===== src/rtl/aes_byte_loader.sv =====
// Byte-serial frame driver for the AES core input port:
// sync strobe, data block, key size, key bytes, mode byte.
module aes_byte_loader #(
    parameter int DATA_BYTES = 16,
    parameter int KEY_MAX    = 32
) (
    input  logic                    clk,
    input  logic                    reset,
    input  logic                    start,
    input  logic [8*DATA_BYTES-1:0] data_in,
    input  logic [8*KEY_MAX-1:0]    key_in,
    input  logic [6:0]              key_bytes,
    input  logic                    encrypt,
    output logic                    we,
    output logic [7:0]              Outdata,
    output logic                    busy,
    output logic                    done,
    output logic                    err
);

    localparam int DW = 8 * DATA_BYTES;
    localparam int KW = 8 * KEY_MAX;

    typedef enum logic [2:0] {
        S_IDLE, S_SYNC, S_DATA, S_KSIZE, S_KEY, S_MODE, S_DONE
    } state_t;

    state_t          state_q, state_d;
    logic [5:0]      cnt_q, cnt_d;
    logic [DW-1:0]   data_q, data_d;
    logic [KW-1:0]   key_q, key_d;
    logic [6:0]      kb_q, kb_d;
    logic            enc_q, enc_d;
    logic            we_q, we_d;
    logic [7:0]      out_q, out_d;
    logic            busy_q, busy_d;
    logic            done_q, done_d;
    logic            err_q, err_d;

    logic            legal;
    logic [6:0]      pad;

    assign legal = (key_bytes == 7'd16) || (key_bytes == 7'd24) ||
                   (key_bytes == 7'd32);
    assign pad   = 7'(KEY_MAX) - key_bytes;

    always_comb begin
        state_d = state_q;
        cnt_d   = cnt_q;
        data_d  = data_q;
        key_d   = key_q;
        kb_d    = kb_q;
        enc_d   = enc_q;
        we_d    = 1'b0;
        out_d   = 8'h00;
        busy_d  = busy_q;
        done_d  = 1'b0;
        err_d   = 1'b0;
        unique case (state_q)
            S_IDLE, S_DONE: begin
                state_d = S_IDLE;
                busy_d  = 1'b0;
                if (start && legal) begin
                    state_d = S_SYNC;
                    data_d  = data_in;
                    // Left-justify so the top byte is always the next to send
                    key_d   = key_in << {pad, 3'b000};
                    kb_d    = key_bytes;
                    enc_d   = encrypt;
                    cnt_d   = 6'd0;
                    we_d    = 1'b1;
                    busy_d  = 1'b1;
                end else if (start) begin
                    err_d = 1'b1;
                end
            end
            S_SYNC: begin
                state_d = S_DATA;
                out_d   = data_q[DW-1 -: 8];
                data_d  = data_q << 8;
                cnt_d   = 6'd1;
            end
            S_DATA: begin
                if (cnt_q == 6'(DATA_BYTES)) begin
                    state_d = S_KSIZE;
                    out_d   = {1'b0, kb_q};
                    cnt_d   = 6'd0;
                end else begin
                    out_d  = data_q[DW-1 -: 8];
                    data_d = data_q << 8;
                    cnt_d  = cnt_q + 6'd1;
                end
            end
            S_KSIZE: begin
                state_d = S_KEY;
                out_d   = key_q[KW-1 -: 8];
                key_d   = key_q << 8;
                cnt_d   = 6'd1;
            end
            S_KEY: begin
                if ({1'b0, cnt_q} == kb_q) begin
                    state_d = S_MODE;
                    out_d   = {7'b0, enc_q};
                end else begin
                    out_d = key_q[KW-1 -: 8];
                    key_d = key_q << 8;
                    cnt_d = cnt_q + 6'd1;
                end
            end
            S_MODE: begin
                state_d = S_DONE;
                done_d  = 1'b1;
                busy_d  = 1'b0;
            end
            default: begin
                state_d = S_IDLE;
                busy_d  = 1'b0;
            end
        endcase
    end

    always_ff @(posedge clk or posedge reset) begin
        if (reset) begin
            state_q <= S_IDLE;
            cnt_q   <= '0;
            data_q  <= '0;
            key_q   <= '0;
            kb_q    <= '0;
            enc_q   <= 1'b0;
            we_q    <= 1'b0;
            out_q   <= 8'h00;
            busy_q  <= 1'b0;
            done_q  <= 1'b0;
            err_q   <= 1'b0;
        end else begin
            state_q <= state_d;
            cnt_q   <= cnt_d;
            data_q  <= data_d;
            key_q   <= key_d;
            kb_q    <= kb_d;
            enc_q   <= enc_d;
            we_q    <= we_d;
            out_q   <= out_d;
            busy_q  <= busy_d;
            done_q  <= done_d;
            err_q   <= err_d;
        end
    end

    assign we      = we_q;
    assign Outdata = out_q;
    assign busy    = busy_q;
    assign done    = done_q;
    assign err     = err_q;

endmodule

===== config.mk =====
export PLATFORM = sky130hd
export DESIGN_NAME = aes_byte_loader
export DESIGN_NICKNAME = d
export VERILOG_FILES = /design/src/rtl/aes_byte_loader.sv
export SDC_FILE = /design/constraint.sdc
export NUM_CORES = 2
export LEC_CHECK = 0
export CAP_MARGIN = 20
export CORE_MARGIN = 2
export CORE_UTILIZATION = 57
export CTS_BUF_LIST = sky130_fd_sc_hd__clkbuf_4 sky130_fd_sc_hd__clkbuf_8 sky130_fd_sc_hd__clkbuf_16
export DETAILED_ROUTE_END_ITERATION = 8
export PLACE_DENSITY = 0.87
export SYNTH_ARGS = -nofsm -noshare
export SYNTH_HDL_FRONTEND = slang
export SYNTH_SLANG_ARGS = --single-unit

===== constraint.sdc =====
create_clock -name clk -period 21.9 [get_ports clk]
set_input_delay 6.57 -clock clk [delete_from_list [all_inputs] [get_ports clk]]
set_output_delay 6.57 -clock clk [all_outputs]
set_load 0.005 [all_outputs]

==> metrics <==
status completed; largest vdd supply drop 0.284 mV; fin util 0.677; initial antenna violation count 21; ys flop type dfrtp_1; CTS Buffer Depth 3; Data arrival, critical path 11.77 ns; Chip Height 239 um; first-pass GRT wire length 195 mm; number of synthesized register bits 413; TritonCTS clock tree done; HPWL after DPL 89.8 mm; 1st-pass router iterations 8; clk slew on worst S/H paths 0.06 ns; commonest non-fill, non-tap cell in the layout nand2_1; maximum capacitance violations 0; DR DRC count 0; Initial Utilization 0.573; RSZ-0062 raised after global routing false; async set or reset register ratio after synthesis 1.00; CTS resizes 0; Final Hold Fails 0; worst slew pin tran 1.48 ns; Detail Route Antenna Nets 0; post-synthesis net count 4,190; WS Path Type in2reg; max_slew headroom 0.0157; post-CTS setup repair buffer count 0; RePlAce Congestion 1.09; hold_ws 0.483 ns; Worst setup EP type flop; Syn. warnings 0; pwr/cell area 118 nW/um2; CTS root buf clkbuf_16; DIE AREA 57,000 um2; clk sinks 413; total routed wirelength 130 mm; fin area 37,100 um2; area delta synth->final 18.1%; # fillers 4,421; Routed WL per cell 27.8 um; Ports 407; sequential area share after synthesis 0.329; routed vias 33,100; period utilisation layout 0.516; CTS Hold Bufs 0; CP max FO 91; row count 86; synthesized area 31,400 um2; gr usage total 0.454; Sum Neg Setup Slack 0 ns; CTS buffer count 42; core area 54,800 um2; htree depth 2; Distinct cells, synth 86; Hold Path Class reg2reg; Post-synth EDFFs 0; pin count of the biggest net entering global routing 228; fin nets 4,329; DRT iter0 DRCs 5,253; critical path launch point type input port; clk_lat worst skew 0.61 ns; FMAX 88.6 MHz; most frequent cells in the layout nand2_1 (617), nor2_1 (457), dfrtp_1 (413), clkdlybuf4s50_1 (405), a21oi_1 (309); IO buf count 406; fin crit period 11.29 ns; Syn Inst Count 3,791; syn avg cell area 8.28 um2; Critical Path RT 22.37 ns; share of cells above drive strength 1 0.101; Final setup viols 0; Pleak 15.3 nW; width of the die 239 um; grt total ovfl 0; vias in the first global route 32,000; Worst Skew 0.0369 ns; vias per cell 7.09; max-slew violations 0; dpl cell area 35,400 um2
synthesized netlist by cell type (32+ instances only):
cell,n,area share
a211oi_1,42,0.010
a21oi_1,310,0.049
a221oi_1,32,0.0089
a31oi_1,177,0.035
a32oi_1,33,0.0092
and3_1,87,0.017
buf_1,33,0.0039
buf_2,102,0.016
clkbuf_1,225,0.027
dfrtp_1,413,0.33
inv_1,37,0.0044
mux2_2,116,0.042
mux2i_1,269,0.086
mux4_2,98,0.070
nand2_1,618,0.074
nand3_1,73,0.012
nor2_1,460,0.055
nor3_1,42,0.0067
o211ai_1,60,0.014
o21ai_0,166,0.026
o22ai_1,64,0.013
report_power, final:
| group | switching, mW | leakage [nW] | internal (mW) | total (mW) |
|---|---|---|---|---|
| clock network | 0.330 | 0.753 | 0.455 | 0.785 |
| registers | 0.225 | 4.98 | 1.13 | 1.36 |
| logic | 1.42 | 9.56 | 0.824 | 2.25 |
| total | 1.98 | 15.3 | 2.41 | 4.39 |
layout make-up:
class                           instances  area, um2  share of cell area
Antenna cell                           10       25.0            0.000675
Clock inverter                         17        245             0.00661
Multi-Input combinational cell       2972      19500               0.527
Clock buffer                           60       1270              0.0342
Sequential cell                       413      10300               0.279
Inverter                               39        156             0.00422
Timing Repair Buffer                  462       4640               0.125
Tap cell                              704        881              0.0238
final timing paths:
| kind | start | depth (start not counted) | slack, ns | end |
|---|---|---|---|---|
| setup / recovery | key_bytes[1] | 13 | 10.61 | key_q[241] |
| hold / removal | key_q[128] | 2 | 0.48 | key_q[128] |
| setup reg to reg | state_q[2] | 10 | 16.50 | key_q[241] |
| hold reg to reg | key_q[128] | 2 | 0.48 | key_q[128] |
| max in group asynchronous | reset | 4 | 13.29 | key_q[53] |
| min in group asynchronous | reset | 2 | 6.48 | done |
sequential cells by signal, indices dropped and copies added (netlist names):
name and flops:
err 1, state_q 3, Outdata 8, kb_q 7, we 1, data_q 128
cnt_q 6, done 1, enc_q 1, key_q 256, busy 1
metal layers:
layer | global-route usage | part of all wire | vias to the layer above
li1 | - | - | 14200
met1 | 0.519 | 0.34 | 15700
met2 | 0.675 | 0.43 | 2375
met3 | 0.167 | 0.12 | 797
met4 | 0.383 | 0.10 | 30
met5 | 0.0268 | 0.0030 | -
metrics by stage:
step / instances / setup slack, ns / total power [mW]
floorplan: 3791 / 3.84 / 2.89
global placement: 4580 / 10.23 / 3.43
detailed placement: 4580 / 10.14 / 3.49
CTS: 4657 / 10.72 / 4.28
global route: 4671 / 10.23 / 4.63
finish: 4677 / 10.61 / 4.39
worst max-delay path, cell delays in order:
cell	delay, ns
clkdlybuf4s50_1	0.53
inv_1	0.14
ha_4	0.23
nor3b_1	0.37
o21ai_1	0.15
nor2_1	0.13
buf_4	0.22
or3_4	0.49
buf_4	0.83
buf_4	0.75
buf_4	0.80
o221ai_1	0.25
o22a_1	0.21
logic make-up after synthesis:
family,synth area share
simple gates,0.187
compound gates,0.227
mux,0.198
flops,0.329
buf+inv,0.0537
xor+xnor,0.00411
fa+ha+maj,0.00159
Note: power is estimated with default switching activity, not from simulation.
